[src/rtl/ps2_pkg.sv]
// Shared constants, error codes and state encoding for the PS/2 command sequencer.
// Optional BAT response check: define PS2_CMD_SEQ_BAT_CHECK_EN.
package ps2_pkg;

  localparam logic [7:0] CMD_RESET        = 8'hFF;
  localparam logic [7:0] CMD_ENABLE       = 8'hF4;
  localparam logic [7:0] CMD_SET_RATE     = 8'hF3;
  localparam logic [7:0] CMD_SET_DEFAULTS = 8'hF6;

  localparam logic [7:0] RSP_ACK    = 8'hFA;
  localparam logic [7:0] RSP_RESEND = 8'hFE;
  localparam logic [7:0] RSP_ERROR  = 8'hFC;
  localparam logic [7:0] RSP_BAT_OK = 8'hAA;
  localparam logic [7:0] RSP_ID     = 8'h00;

  localparam logic [1:0] ERR_NONE    = 2'd0;
  localparam logic [1:0] ERR_TIMEOUT = 2'd1;
  localparam logic [1:0] ERR_RETRIES = 2'd2;
  localparam logic [1:0] ERR_MOUSE   = 2'd3;

  localparam logic PH_CMD = 1'b0;
  localparam logic PH_ARG = 1'b1;

  typedef enum logic [2:0] {
    S_IDLE,
    S_SEND,
    S_WAIT_TX,
    S_WAIT_ACK,
    S_WAIT_RESP,
    S_DONE,
    S_FAIL
  } state_t;

endpackage

[src/rtl/ps2_timeout_cnt.sv]
// Per-wait-state timeout counter: expires after TIMEOUT_CYCLES enabled cycles.
// Cleared by the sequencer on state entry and on accepted rx bytes.
module ps2_timeout_cnt #(
  parameter int TIMEOUT_CYCLES = 50_000_000,
  parameter int TO_W           = $clog2(TIMEOUT_CYCLES + 1)
) (
  input  logic clk,
  input  logic rst,
  input  logic i_clr,
  input  logic i_en,
  output logic o_expired
);

  localparam logic [TO_W-1:0] LAST = TO_W'(TIMEOUT_CYCLES - 1);

  logic [TO_W-1:0] r_cnt;

  assign o_expired = i_en && (r_cnt == LAST);

  // count enabled cycles, hold at the expiry value until cleared
  always_ff @(posedge clk or posedge rst) begin
    if (rst) begin
      r_cnt <= '0;
    end else if (i_clr) begin
      r_cnt <= '0;
    end else if (i_en && !o_expired) begin
      r_cnt <= r_cnt + 1'b1;
    end
  end

endmodule

[src/rtl/ps2_cmd_seq.sv]
// PS/2 host command sequencer: send cmd (+arg), check ACK, retry, collect responses.
// Optional BAT check on reset responses: define PS2_CMD_SEQ_BAT_CHECK_EN.
module ps2_cmd_seq
  import ps2_pkg::*;
#(
  parameter int TIMEOUT_CYCLES = 50_000_000,
  parameter int MAX_RETRIES    = 3,
  parameter int TO_W           = $clog2(TIMEOUT_CYCLES + 1)
) (
  input  logic       clk,
  input  logic       rst,
  input  logic       start,
  input  logic [7:0] cmd,
  input  logic       has_arg,
  input  logic [7:0] arg,
  input  logic [1:0] n_resp,
  input  logic [7:0] rx_data,
  input  logic       rx_done_tick,
  input  logic       tx_done_tick,
  output logic       wr_ps2,
  output logic [7:0] tx_data,
  output logic       busy,
  output logic       resp_valid,
  output logic [7:0] resp_byte,
  output logic       done,
  output logic       err,
  output logic [1:0] err_code
);

  localparam int RT_W = (MAX_RETRIES < 1) ? 1 : $clog2(MAX_RETRIES + 1);
  localparam logic [RT_W-1:0] RT_MAX = RT_W'(MAX_RETRIES);

  state_t          r_state;
  state_t          w_nstate;
  logic            r_phase;
  logic            w_nphase;
  logic [7:0]      r_cmd;
  logic [7:0]      r_arg;
  logic            r_has_arg;
  logic [1:0]      r_n_resp;
  logic [RT_W-1:0] r_retry;
  logic [1:0]      r_resp_cnt;
  logic [7:0]      r_tx_data;
  logic            r_resp_valid;
  logic [7:0]      r_resp_byte;
  logic [1:0]      r_err_code;

  logic       w_retry_inc;
  logic       w_retry_clr;
  logic       w_resend;
  logic       w_rx_acc;
  logic       w_resp_fire;
  logic [1:0] w_code;
  logic       w_to_clr;
  logic       w_to_en;
  logic       w_to_exp;
  logic       w_bat_bad;
  logic [7:0] w_tx_nxt;

  ps2_timeout_cnt #(
    .TIMEOUT_CYCLES(TIMEOUT_CYCLES),
    .TO_W          (TO_W)
  ) u_to (
    .clk      (clk),
    .rst      (rst),
    .i_clr    (w_to_clr),
    .i_en     (w_to_en),
    .o_expired(w_to_exp)
  );

`ifdef PS2_CMD_SEQ_BAT_CHECK_EN
  assign w_bat_bad = (r_cmd == CMD_RESET) &&
    (((r_resp_cnt == 2'd0) && (rx_data != RSP_BAT_OK)) ||
     ((r_resp_cnt == 2'd1) && (rx_data != RSP_ID)));
`else
  assign w_bat_bad = 1'b0;
`endif

  assign w_to_en = (r_state == S_WAIT_TX) ||
                   (r_state == S_WAIT_ACK) ||
                   (r_state == S_WAIT_RESP);
  assign w_to_clr = (w_nstate != r_state) || w_rx_acc;

  assign w_tx_nxt = (w_nphase == PH_ARG) ? r_arg :
                    (r_state == S_IDLE) ? cmd : r_cmd;

  // state register
  always_ff @(posedge clk or posedge rst) begin
    if (rst) begin
      r_state <= S_IDLE;
    end else begin
      r_state <= w_nstate;
    end
  end

  // next-state and control strobes
  always_comb begin
    w_nstate    = r_state;
    w_nphase    = r_phase;
    w_retry_inc = 1'b0;
    w_retry_clr = 1'b0;
    w_resend    = 1'b0;
    w_rx_acc    = 1'b0;
    w_resp_fire = 1'b0;
    w_code      = ERR_NONE;
    unique case (r_state)
      S_IDLE: begin
        if (start) begin
          w_nstate    = S_SEND;
          w_nphase    = PH_CMD;
          w_retry_clr = 1'b1;
        end
      end
      S_SEND: begin
        w_nstate = S_WAIT_TX;
      end
      S_WAIT_TX: begin
        if (tx_done_tick) begin
          w_nstate = S_WAIT_ACK;
        end else if (w_to_exp) begin
          w_nstate = S_FAIL;
          w_code   = ERR_TIMEOUT;
        end
      end
      S_WAIT_ACK: begin
        if (rx_done_tick) begin
          w_rx_acc = 1'b1;
          if (rx_data == RSP_ACK) begin
            w_retry_clr = 1'b1;
            if ((r_phase == PH_CMD) && r_has_arg) begin
              w_nphase = PH_ARG;
              w_nstate = S_SEND;
            end else if (r_n_resp == 2'd0) begin
              w_nstate = S_DONE;
            end else begin
              w_nstate = S_WAIT_RESP;
            end
          end else if (rx_data == RSP_RESEND) begin
            w_resend = 1'b1;
          end else if (rx_data == RSP_ERROR) begin
            w_nstate = S_FAIL;
            w_code   = ERR_MOUSE;
          end
        end else if (w_to_exp) begin
          w_resend = 1'b1;
        end
        if (w_resend) begin
          if (r_retry < RT_MAX) begin
            w_retry_inc = 1'b1;
            w_nstate    = S_SEND;
          end else begin
            w_nstate = S_FAIL;
            w_code   = ERR_RETRIES;
          end
        end
      end
      S_WAIT_RESP: begin
        if (rx_done_tick) begin
          w_rx_acc    = 1'b1;
          w_resp_fire = 1'b1;
          if (w_bat_bad) begin
            w_nstate = S_FAIL;
            w_code   = ERR_MOUSE;
          end else if ((r_resp_cnt + 2'd1) == r_n_resp) begin
            w_nstate = S_DONE;
          end
        end else if (w_to_exp) begin
          w_nstate = S_FAIL;
          w_code   = ERR_TIMEOUT;
        end
      end
      S_DONE: begin
        w_nstate = S_IDLE;
      end
      S_FAIL: begin
        w_nstate = S_IDLE;
      end
      default: begin
        w_nstate = S_IDLE;
      end
    endcase
  end

  // request latches, retry/response counters and registered outputs
  always_ff @(posedge clk or posedge rst) begin
    if (rst) begin
      r_phase      <= PH_CMD;
      r_cmd        <= '0;
      r_arg        <= '0;
      r_has_arg    <= 1'b0;
      r_n_resp     <= '0;
      r_retry      <= '0;
      r_resp_cnt   <= '0;
      r_tx_data    <= '0;
      r_resp_valid <= 1'b0;
      r_resp_byte  <= '0;
      r_err_code   <= ERR_NONE;
    end else begin
      r_phase      <= w_nphase;
      r_resp_valid <= w_resp_fire;
      if ((r_state == S_IDLE) && start) begin
        r_cmd      <= cmd;
        r_arg      <= arg;
        r_has_arg  <= has_arg;
        r_n_resp   <= n_resp;
        r_resp_cnt <= '0;
        r_err_code <= ERR_NONE;
      end
      if (w_retry_clr) begin
        r_retry <= '0;
      end else if (w_retry_inc) begin
        r_retry <= r_retry + 1'b1;
      end
      if (w_nstate == S_SEND) begin
        r_tx_data <= w_tx_nxt;
      end
      if (w_resp_fire) begin
        r_resp_byte <= rx_data;
        r_resp_cnt  <= r_resp_cnt + 2'd1;
      end
      if (w_nstate == S_FAIL) begin
        r_err_code <= w_code;
      end
    end
  end

  assign wr_ps2     = (r_state == S_SEND);
  assign busy       = (r_state != S_IDLE);
  assign done       = (r_state == S_DONE);
  assign err        = (r_state == S_FAIL);
  assign tx_data    = r_tx_data;
  assign resp_valid = r_resp_valid;
  assign resp_byte  = r_resp_byte;
  assign err_code   = r_err_code;

endmodule
[config.mk]
export PLATFORM = sky130hd
export DESIGN_NAME = ps2_cmd_seq
export DESIGN_NICKNAME = d
export VERILOG_FILES = /design/src/rtl/ps2_pkg.sv /design/src/rtl/ps2_timeout_cnt.sv /design/src/rtl/ps2_cmd_seq.sv
export SDC_FILE = /design/constraint.sdc
export NUM_CORES = 1
export LEC_CHECK = 0
export BUFFER_PORTS_ARGS = -buffer_cell sky130_fd_sc_hd__buf_2
export CAP_MARGIN = 20
export CORE_MARGIN = 2
export CORE_UTILIZATION = 45
export CTS_CLUSTER_DIAMETER = 200
export DETAILED_ROUTE_END_ITERATION = 10
export MAX_ROUTING_LAYER = met4
export PLACE_DENSITY_LB_ADDON = 0.12
export SYNTH_ARGS = -nofsm -noshare
export SYNTH_HDL_FRONTEND = slang
export SYNTH_SLANG_ARGS = --single-unit
export TNS_END_PERCENT = 100
[constraint.sdc]
create_clock -name clk -period 3.32 [get_ports clk]
set_clock_uncertainty 0.05 [all_clocks]
set_input_delay 0 -clock clk [delete_from_list [all_inputs] [get_ports clk]]
set_output_delay 0 -clock clk [all_outputs]
set_load 0.02 [all_outputs]
Word-level counts from Yosys, hierarchy flattened
Cells that the tools add are included.
{"block": "op_classes", "n_addsub": 3, "n_lt_le_gt_ge": 1, "eq_ne": 14, "n_mux": 53, "bitwise": 1, "n_reduce_logical": 16}
{"operator": "$mux 26", "n": 2}
{"operator": "$mux 3", "n": 12}
{"operator": "$add 26x1->26 const B", "n": 1}
{"operator": "$eq 26x26->1 const B", "n": 1}
{"operator": "$eq 8x8->1 const B", "n": 3}
{"operator": "$mux 2", "n": 12}
{"operator": "$mux 1", "n": 21}
{"operator": "$mux 8", "n": 2}
{"operator": "$pmux 3 s5", "n": 1}
{"operator": "$eq 3x3->1 const B", "n": 4}
{"operator": "$reduce_bool 2->1", "n": 4}
{"operator": "$eq 3x1->1 const B", "n": 2}
{"operator": "$eq 3x2->1 const B", "n": 2}
{"operator": "$pmux 2 s3", "n": 1}
{"operator": "$add 2x1->2 const B", "n": 2}
{"operator": "$logic_and 1x1->1", "n": 4}
{"operator": "$pmux 1 s2", "n": 2}
{"operator": "$logic_not 3->1", "n": 1}
{"operator": "$logic_or 1x1->1", "n": 3}
{"operator": "$ne 3x3->1", "n": 1}
{"operator": "$reduce_bool 3->1", "n": 1}
{"operator": "$eq 2x2->1", "n": 1}
{"operator": "$logic_not 2->1", "n": 1}
{"operator": "$lt 2x2->1 const B", "n": 1}
{"operator": "other kinds (3)", "n": 3}
{"block": "word_totals", "register_bits": 72, "in_bits": 32, "output_inout_bits": 23, "word_cells": 101}

Logic depth before layout (Yosys ltp)
Gate-level depths: netlist of the first run.
{"block": "logic_depth", "word_depth": 12, "depth_mapped": 10, "depth_no_buf": 8}

By module
From an unflattened synthesis of the first run, not the netlist that was laid out.
{"block": "unflattened", "cells_unflattened": 393, "hier_area_um2": 3858.7}
{"module": "ps2_cmd_seq", "instances": 1, "cells_per_inst": 239, "area_each_um2": 2386.0, "seq_area_each_um2": 1151.1}
{"module": "ps2_timeout_cnt", "instances": 1, "cells_per_inst": 154, "area_each_um2": 1472.7, "seq_area_each_um2": 650.6}

Worst setup path before layout of the first run
Ideal clock, no wire load.
{"block": "synth_path", "kind": "flip-flop to flip-flop", "start": "register u_to.r_cnt[13]", "end": "register r_tx_data[0] (netlist: tx_data[0])", "setup_time_ps": 125, "t_arrival_ps": 2400, "t_required_ps": 3145, "slack_ps": 746, "path_stages_with_launch": 9, "path_buffers": 1, "synth_period_minus_slack_ps": 2574, "cell_sequence": "dfrtp_1 nand4_2 or3_1 buf_2 nor4b_4 o21ai_2 a31o_4 nand4b_4 mux2_2"}
{"block": "synth_via", "elab_chain_len": 8, "elab_cells_between_ends": 11, "classes_between": "eq/ne (2); mux (8); reduce/logical (1)"}
{"item": "start, declared", "line": "ps2_timeout_cnt.sv:16", "source": "logic [TO_W-1:0] r_cnt;"}
{"item": "start signal, assigned", "line": "ps2_timeout_cnt.sv:27", "source": "r_cnt <= r_cnt + 1'b1;"}
{"item": "$eq 26x26->1 (*)", "line": "ps2_timeout_cnt.sv:18", "source": "assign o_expired = i_en && (r_cnt == LAST);"}
{"item": "$logic_and 1x1->1 (*)", "line": "ps2_timeout_cnt.sv:18"}
{"item": "$mux 1", "line": "ps2_cmd_seq.sv:144", "source": "end else if (w_to_exp) begin"}
{"item": "$mux 1", "line": "ps2_cmd_seq.sv:126", "source": "if (rx_done_tick) begin"}
{"item": "$mux 1", "line": "ps2_cmd_seq.sv:106", "source": "unique case (r_state)"}
{"item": "$mux 3", "line": "ps2_cmd_seq.sv:147", "source": "if (w_resend) begin"}
{"item": "$pmux 3 s5 (*)", "line": "ps2_cmd_seq.sv:106"}
{"item": "named net w_nstate[1]", "line": "ps2_cmd_seq.sv:34", "source": "state_t w_nstate;"}
{"item": "$eq 3x1->1 (*)", "line": "ps2_cmd_seq.sv:214", "source": "if (w_nstate == S_SEND) begin"}
{"item": "end signal, assigned", "line": "ps2_cmd_seq.sv:215", "source": "r_tx_data <= w_tx_nxt;"}
{"item": "end, declared", "line": "ps2_cmd_seq.sv:43", "source": "logic [7:0] r_tx_data;"}
Mark *: on every way through the listed nets, which the timed path passes. The rest lies on a longest branch. The select of a mux whose other input is x is not followed.
A chain may end at the register's enable or synchronous reset.

Worst setup path after layout of the first run
{"block": "layout_path", "start": "register u_to.r_cnt[16]", "end": "register u_to.r_cnt[15]"}
{"block": "layout_via", "elab_chain_len": 10, "elab_cells_between_ends": 16, "classes_between": "eq/ne (2); mux (9); reduce/logical (5)"}
{"item": "$eq 26x26->1 (*)", "line": "ps2_timeout_cnt.sv:18"}
{"item": "$logic_and 1x1->1 (*)", "line": "ps2_timeout_cnt.sv:18"}
{"item": "$mux 1", "line": "ps2_cmd_seq.sv:144"}
{"item": "$mux 1", "line": "ps2_cmd_seq.sv:126"}
{"item": "$mux 1", "line": "ps2_cmd_seq.sv:106"}
{"item": "$mux 3", "line": "ps2_cmd_seq.sv:147"}
{"item": "$pmux 3 s5 (*)", "line": "ps2_cmd_seq.sv:106"}
{"item": "named net w_nstate[1]", "line": "ps2_cmd_seq.sv:34"}
{"item": "$ne 3x3->1 (*)", "line": "ps2_cmd_seq.sv:82", "source": "assign w_to_clr = (w_nstate != r_state) || w_rx_acc;"}
{"item": "$logic_or 1x1->1 (*)", "line": "ps2_cmd_seq.sv:82"}
{"item": "$mux 26 / $reduce_bool 2->1 (equally long branches)"}
Marked as above.

==> reports/results.tsv, run 1 <==
metric	value	unit
max-vdd-ir-drop	449.2	uV
postPlaceCellArea	4113	um^2
critPathMaxFanout	26	
p_per_area	731.8	nW/um^2
async_flop_share	100.0	%
drv_cap	0	
whs_path_depth	3	
core	8134	um^2
ys_warn_count	0	
max_freq	339.4	MHz
wl_per_cell	15.15	um
cts_root_buf	clkbuf_8	
netlist_instances	358	
ios	55	
worstHoldStart	rx_done_tick	
slew_violations	0	
fin_ws	0.3732	ns
cts_max_level	3	
min_path_type	input pin to register	
cts.path.max_buffers	2	
dp_hpwl	5690	um
fin_area	4656	um^2
hold_viol	0	
multi_input_area	1815	um^2
tns	0	ns
r2r-start	u_to.r_cnt[16]	
path_cells	nor4b_1 > nand4_1 > nor4b_4 > o21ai_2 > a31o_4 > xor2_2 > buf_4 > nor3_1	
numCtsBuffers	9	
seqCellArea	1802	um^2
clk_pin_slew	0.08	ns
die_w	95.00	um
internal_power	2172	uW
slowest_delay	0.47	ns
io_buffer_count	54	
tightest_slew	0.9652	ns
reg2reg_slack	0.37	ns
maxSlewHeadroom	35.56	%
cts_tree	yes	
antennaDiodeCount	0	
required	3.53	ns
power.leakage	0.002081	uW
cts_resized	0	
worstHoldEndpoint	resp_valid	
syn_area	3726	um^2
die_h	95.00	um
worstSetupPathType	register to register	
crit_path_end_kind	register	
path_buf_inv	1	
dieArea	9024	um^2
synthFlopType	dfrtp_1	
post_route_cells_drive_above_1_share	26.73	%
critical-path-top-delay-family	simple AND/OR/NAND/NOR gates	
grtUsageTotal	21.28	%
floorplan.initialDensity	45.81	%
clk_latency	0.35	ns
rows	33	
place_ws	0.4423	ns
seqPwrFrac	36.5	%
layout_common_cells	dfrtp_1, buf_2, nand2_1	
syn_to_final_growth	24.95	%
reg2reg_to	u_to.r_cnt[15]	
via_per_inst	5.316	
fin_crit	2.947	ns
drt_wl_total	8392	um
antenna_found_initial	0	
rsz0062_at_grt	no	
grt_max_degree	46	
synth_edf_count	0	
swShare	36.24	%
first_global_vias	2928	
timing.hold.ws	0.1084	ns
seq_area_frac_synth	48.35	%
grt-ovfl-total	0	
start_kind	register	
antenna_left	0	
drt-initial-drc-count	125	
setup_viol	0	
synth_nets	392	
final_nets	478	
clkPwrFrac	25.7	%
dr.pass1.iters	4	
syn_avg_cell_area	10.41	um^2
finalCritPeriodShare	88.76	%
power_switching	1235	uW
reg2regPathDepth	8	
yosysUniqueCellTypes	56	
cp.arrival	3.15	ns
gp_congestion	0.9018	
final_common_cell	dfrtp_1	
p_comb_share	37.7	%
ys_ff_latch	72	
drc	0	
outcome	finished clean	
cts_sinks	72	
grt_pass1_wl	14460	um
routed-via-count	2945	
slowest_stage	nor4b_4	
fillers	729	
-- metrics by stage --
step / instances / utilization, % / power (uW)
6_report: 554 / 57.24 / 3407
5_1_grt: 554 / 57.24 / 3614
4_1_cts: 554 / 57.24 / 3438
3_5_place_dp: 509 / 50.56 / 2535
3_3_place_gp: 509 / 50.56 / 2502
2_1_floorplan: 358 / - / 2224
-- sequential cells by signal (all words and copies together) (netlist names) --
signal and cells:
u_to.r_cnt 26, r_retry 2, tx_data 8, r_cmd 8
r_arg 8, resp_byte 8, r_n_resp 2, r_resp_cnt 2
resp_valid 1, r_has_arg 1, r_phase 1, r_state 3
err_code 2
-- area by class of cell --
| cell class | count | share of cell area (%) |
|---|---|---|
| clock buffers | 10 | 2.956 |
| multi-input cells | 261 | 38.99 |
| flip-flops and latches | 72 | 38.70 |
| well taps | 105 | 2.822 |
| inverters | 9 | 0.7256 |
| clock inverters | 6 | 2.472 |
| repair buffers | 91 | 13.33 |
-- worst register-to-register path: cells and delay by family, from the launching register on --
family	cells	cell delay [ns]
AND/OR/NAND/NOR	4	1.48
buffers and inverters	1	0.24
flip-flops	1	0.46
AO/OA/AOI/OAI	2	0.50
XOR/XNOR	1	0.14
-- power by group through the flow --
stage	logic [uW]	clock network [uW]	registers, uW
final	1290	877	1240
after global routing	1400	932	1280
after CTS	1300	890	1240
after detailed placement	1270	0	1260
after global placement	1250	0	1250
after floorplan	943	0	1280
-- how the worst max path moves through the flow --
stage	from	endpoint	slack (ns)	cells after the start
after CTS	u_to.r_cnt[10]	u_to.r_cnt[13]	0.42	8
after floorplan	u_to.r_cnt[13]	tx_data[0]	0.75	8
after detailed placement	u_to.r_cnt[16]	u_to.r_cnt[13]	0.44	8
final	u_to.r_cnt[16]	u_to.r_cnt[15]	0.37	8
after global routing	u_to.r_cnt[16]	u_to.r_cnt[15]	0.08	8
after global placement	u_to.r_cnt[16]	tx_data[7]	0.50	7
-- synth_stat cells (2+ instances only) --
library cell	count	share of area (%)
nand2_1	37	3.7
and3_1	3	0.50
mux2_2	27	8.2
o211ai_1	2	0.40
a32o_1	2	0.54
o22ai_1	2	0.34
o21ai_0	4	0.54
nand3_1	14	1.9
nor2_1	26	2.6
mux2i_1	10	2.7
nor2b_1	3	0.50
and4b_1	2	0.54
xor2_1	18	4.2
or2_2	2	0.34
ha_1	2	0.67
a21o_1	4	0.81
nor3_1	31	4.2
nand2b_1	6	1.0
clkbuf_1	10	1.0
dfrtp_1	72	48
inv_1	9	0.91
or3_1	2	0.34
buf_2	4	0.54
nor4bb_1	3	0.81
nand4_1	7	1.2
a21oi_1	13	1.7
buf_6	2	0.60
nor4_1	3	0.50
xnor2_1	8	1.9
and2_1	3	0.50
o31ai_1	2	0.40
-- layer usage --
layer / GRT usage (%) / share of wire (%)
met5: - / 0
met4: 4.348 / 0.50
met3: 5.746 / 3.4
met2: 34.40 / 50
met1: 27.06 / 46
-- kinds of logic (layout without fill, tap and decap cells) --
logic type,Yosys count,in the layout,share of synthesized area (%)
AND/OR/NAND/NOR,150,150,21.36
flip-flops,72,72,48.35
AO/OA/AOI/OAI,45,45,9.167
multiplexers,37,37,10.85
XOR/XNOR,27,27,6.548
buffers and inverters,25,116,3.056
adder cells (fa/ha/maj),2,2,0.6715
-- what timing repair did --
action                    in CTS  in global routing
hold endpoints to repair      71                  0
hold buffers                  29                  0
setup buffers                  0                  0
Note: power is estimated with default switching activity, not from simulation.
==> run 2, diff against run 1 <==
Clock period 3.32 ns to 3.64 ns, I/O delays scaled along.
==> run 2 against run 1 <==
First-iteration DRC count decreased by 13%. Fmax increased by 0.46%. Worst hold slack improved by 0.019 ns. Via count decreased by 0.58%. Setup slack improved by 0.33 ns. Global-route usage decreased by 0.12 points. Power decreased by 12%. Register-to-register slack improved by 0.33 ns. Die area unchanged. Critical path type unchanged.
==> reports/results.tsv, run 2 (synthesis results as in run 1) <==
metric	value	unit	change
path_cells	nor4b_1 > nand4_1 > nor4b_4 > o21ai_2 > a31o_4 > xor2_2 > buf_4 > nor3_1		
p_per_area	649.9	nW/um^2	-11%
cts_max_level	3		unchanged
outcome	finished clean		
hold_viol	0		unchanged
via_per_inst	5.295		-0.40%
cts_resized	0		unchanged
cts_root_buf	clkbuf_8		
grtUsageTotal	21.16	%	-0.12 points
antennaDiodeCount	0		unchanged
io_buffer_count	54		unchanged
core	8134	um^2	unchanged
layout_common_cells	dfrtp_1, buf_2, nand2_1		
slowest_stage	nor4b_4		
worstSetupPathType	register to register		
rsz0062_at_grt	no		
placed_cells	508		-0.20%
rows	33		unchanged
first_global_vias	2933		+0.17%
tns	0	ns	unchanged
dieArea	9024	um^2	unchanged
syn_to_final_growth	23.71	%	
numCtsBuffers	9		unchanged
required	3.84	ns	+0.31 ns
min_path_type	input pin to asynchronous set/reset pin		
drt_wl_total	8422	um	+0.36%
gp_congestion	0.9101		+0.92%
maxSlewHeadroom	53.09	%	+18 points
dp_hpwl	5716	um	+0.45%
clk_pin_slew	0.07	ns	about the same
top_register	u_to.r_cnt		
cts_tree	yes		
grt_pass1_wl	14300	um	-1.1%
max_freq	340.9	MHz	+0.46%
cts_hold_buf	29		unchanged
final-instance-count-excl-fill	553		-0.18%
fin_crit	2.933	ns	-0.01353 ns
post_route_cells_drive_above_1_share	25.89	%	-0.83 points
slowest_delay	0.46	ns	about the same
cp.arrival	3.13	ns	-0.02 ns
cts_setup_buffers	0		unchanged
grt-ovfl-total	0		unchanged
reg2reg_slack	0.71	ns	+0.33 ns
die_w	95.00	um	unchanged
cts.path.max_buffers	2		unchanged
die_h	95.00	um	unchanged
p_total	2996	uW	-12%
crit_path_end_kind	register		
floorplan.initialDensity	45.81	%	unchanged
largest_reg_flops	26		unchanged
wl_per_cell	15.23	um	+0.54%
dr.pass1.iters	4		unchanged
antenna_found_initial	0		unchanged
critPathMaxFanout	26		unchanged
routed-via-count	2928		-0.58%
timing.hold.ws	0.1276	ns	+0.01918 ns
clk_latency	0.35	ns	about the same
drc	0		unchanged
grt_max_degree	30		-35%
tightest_slew	0.6973	ns	-0.2680 ns
start_kind	register		
cts_sinks	72		unchanged
max-vdd-ir-drop	377.5	uV	-16%
ios	55		unchanged
drv_cap	0		unchanged
finalCritPeriodShare	80.58	%	-8.2 points
slew_violations	0		unchanged
power.leakage	0.002062	uW	-0.94%
antenna_left	0		unchanged
drt-initial-drc-count	109		-13%
final_nets	477		-0.21%
final_common_cell	dfrtp_1		
setup_viol	0		unchanged
==> run 2: critical path, delay by kind of cell (launching register included) <==
kind	cells	cell delay, ns
and+or+nand+nor	4	1.46
AOI/OAI and AO/OA	2	0.50
xor gates and xnor gates	1	0.14
buffers and inverters	1	0.24
DFF	1	0.43
==> run 2: through the flow <==
stage          util (%)  area (um^2)  setup WS (ns)
3_3_place_gp      50.47         4105         0.8362
5_1_grt           56.67         4609         0.4324
2_1_floorplan         -         3726          1.066
3_5_place_dp      50.47         4105         0.7127
6_report          56.67         4609         0.7068
4_1_cts           56.67         4609         0.6746
==> run 2: per-layer routing <==
metal | GRT usage (%) | wire, um | vias up
li1 | - | - | 1444
met1 | 27.37 | 3901 | 1433
met2 | 33.69 | 4125 | 44
met3 | 5.427 | 333 | 7
met4 | 4.831 | 62 | 0
met5 | - | 0 | -
==> run 2: final cells by class <==
| class | instances | area, um^2 |
|---|---|---|
| multi-input combinational | 261 | 1815 |
| inverter | 9 | 33.78 |
| fill | 717 | 3525 |
| clock buffer | 13 | 148.9 |
| tap | 105 | 131.4 |
| clock inverter | 3 | 65.06 |
| sequential | 72 | 1802 |
| timing repair buffer | 90 | 613.1 |
==> run 2: where the power goes <==
group | internal (uW) | switching (uW)
clock | 405 | 288
sequential | 994 | 141
combinational | 510 | 657
==> run 2: final timing paths <==
kind,start,endpoint,cells past startpoint
min in group clk,start,r_phase,5
setup reg to reg,u_to.r_cnt[10],u_to.r_cnt[12],8
hold reg to reg,resp_byte[1],resp_byte[1],2
setup / recovery,u_to.r_cnt[10],u_to.r_cnt[12],8
max in group asynchronous,rst,resp_valid,4
hold / removal,rst,r_cmd[0],3
==> run 3, diff against run 2 <==
Clock period 3.64 ns to 2.85 ns, I/O delays scaled along.
==> run 3 against run 2 <==
Die area is the same. Clock power up 21%. Core utilization grew 5.5 points. Worst hold slack got worse by 0.015 ns. Setup slack worse by 0.58 ns. Fmax rose by 7.8%. Largest power group unchanged.
==> reports/results.tsv, run 3 (synthesis results as in run 1) <==
metric	value	unit	change
outcome	finished clean		
hold_viol	0		unchanged
tightest_slew	0.5442	ns	-0.1531 ns
grt_pass1_wl	14640	um	+2.4%
grtUsageTotal	21.69	%	+0.53 points
slew_violations	0		unchanged
path_cells	nor4bb_2 > nand4_1 > buf_6 > nor4b_4 > buf_4 > a211o_1 > a31o_4 > buf_6 > nand4b_4 > mux2_2		
dieArea	9024	um^2	unchanged
wl_per_cell	14.71	um	-3.4%
top_register	u_to.r_cnt		
clkPwrFrac	20.5	%	-2.6 points
clk_latency	0.34	ns	about the same
slowest_delay	0.41	ns	-0.05 ns
critical-path-top-delay-family	simple AND/OR/NAND/NOR gates		
core	8134	um^2	unchanged
antenna_found_initial	0		unchanged
path_buf_inv	3		+2
drt_wl_total	8825	um	+4.8%
maxSlewHeadroom	63.56	%	+10 points
gp_congestion	0.8999		-1.1%
cts_tree	yes		
path_common_cell	buf_6		
die_w	95.00	um	unchanged
drv_cap	0		unchanged
dr.pass1.iters	4		unchanged
p_per_area	808.1	nW/um^2	+24%
ios	55		unchanged
critPathMaxFanout	8		-69%
routed-via-count	3142		+7.3%
tns	0	ns	unchanged
seqPwrFrac	34.5	%	-3.4 points
layout_common_cells	dfrtp_1, buf_2, buf_4		
post_route_cells_drive_above_1_share	33.94	%	+8.0 points
final_nets	524		+9.9%
dp_hpwl	6123	um	+7.1%
grt-ovfl-total	0		unchanged
worstSetupPathType	register to register		
fin_crit	2.720	ns	-0.2131 ns
power_switching	1497	uW	+38%
max-vdd-ir-drop	529.3	uV	+40%
numCtsBuffers	9		unchanged
power.leakage	0.002329	uW	+13%
cp.arrival	2.91	ns	-0.22 ns
p_total	4085	uW	+36%
cts.path.max_buffers	2		unchanged
cts_max_level	3		unchanged
rsz0062_at_grt	no		
fin_area	5055	um^2	+9.7%
start_kind	register		
io_buffer_count	54		unchanged
die_h	95.00	um	unchanged
finalCritPeriodShare	95.44	%	+15 points
drt-initial-drc-count	109		unchanged
syn_to_final_growth	35.66	%	
crit_path_end_kind	register		
setup_viol	0		unchanged
antenna_left	0		unchanged
first_global_vias	3082		+5.1%
final_util	62.14	%	+5.5 points
required	3.04	ns	-0.80 ns
clk_pin_slew	0.08	ns	about the same
max_freq	367.6	MHz	+7.8%
drc	0		unchanged
internal_power	2587	uW	+35%
final_common_cell	dfrtp_1		
timing.hold.ws	0.1121	ns	-0.01550 ns
p_comb_share	45.0	%	+6.0 points
antennaDiodeCount	0		unchanged
postPlaceCellArea	4446	um^2	+8.3%
via_per_inst	5.237		-1.1%
floorplan.initialDensity	45.81	%	unchanged
cts_sinks	72		unchanged
largest_reg_flops	26		unchanged
grt_max_degree	51		+70%
swShare	36.66	%	+0.41 points
slowest_stage	dfrtp_1		
cts_root_buf	clkbuf_8		
rows	33		unchanged
min_path_type	input pin to register		
run 3: path summary, 6_finish.rpt:
check	from	endpoint	slack, ns	depth (start not counted)
worst min-delay path	rx_done_tick	resp_valid	0.11	3
worst max-delay path	u_to.r_cnt[24]	tx_data[6]	0.13	10
max in group asynchronous	rst	resp_byte[7]	1.93	4
worst max register to register	u_to.r_cnt[24]	tx_data[6]	0.13	10
min in group asynchronous	rst	u_to.r_cnt[21]	0.18	3
worst min register to register	resp_byte[1]	resp_byte[1]	0.43	2
run 3: area by class of cell:
class / instances / area (um^2)
Inverter: 9 / 33.78
Tap cell: 105 / 131.4
Clock buffer: 11 / 141.4
Clock inverter: 5 / 62.56
Fill cell: 652 / 3079
Multi-Input combinational cell: 261 / 1878
Timing Repair Buffer: 137 / 1006
Sequential cell: 72 / 1802
run 3: timing repair:
| action | 4_1_cts | 5_1_grt |
|---|---|---|
| hold buffers | 29 | 0 |
| buffers inserted | 0 | 6 |
| setup endpoints to repair | 24 | 35 |
| gates resized for setup | 2 | 10 |
| hold endpoints to repair | 50 | 0 |
| pin swaps | 1 | 6 |
run 3: metrics by stage:
| step | setup slack [ns] | cells |
|---|---|---|
| 2_1_floorplan | 0.2756 | 358 |
| 3_3_place_gp | -0.2981 | 548 |
| 3_5_place_dp | -0.1119 | 549 |
| 4_1_cts | 0.06419 | 594 |
| 5_1_grt | 0.009006 | 600 |
| 6_report | 0.1299 | 600 |
run 3: worst reg2reg max path, delay by kind of cell (launching register included):
family          cells  cell delay (ns)
compound gates      2             0.28
flops               1             0.41
simple gates        4             1.09
buf+inv             3             0.44
mux                 1             0.36
run 3: metal layers:
| layer | vias up | global-route usage, % | share of wire (%) |
|---|---|---|---|
| li1 | 1549 | - | - |
| met3 | 12 | 3.192 | 2.9 |
| met2 | 54 | 35.52 | 51 |
| met4 | 0 | 7.246 | 1.2 |
| met1 | 1527 | 27.72 | 45 |
| met5 | - | - | 0 |
run 3: power by group through the flow:
stage	combinational, uW	sequential, uW	clock, uW
final	1840	1410	838
after global routing	1990	1440	906
after CTS	1720	1410	860
after detailed placement	1660	1420	0
after global placement	1570	1410	0
after floorplan	1100	1490	0
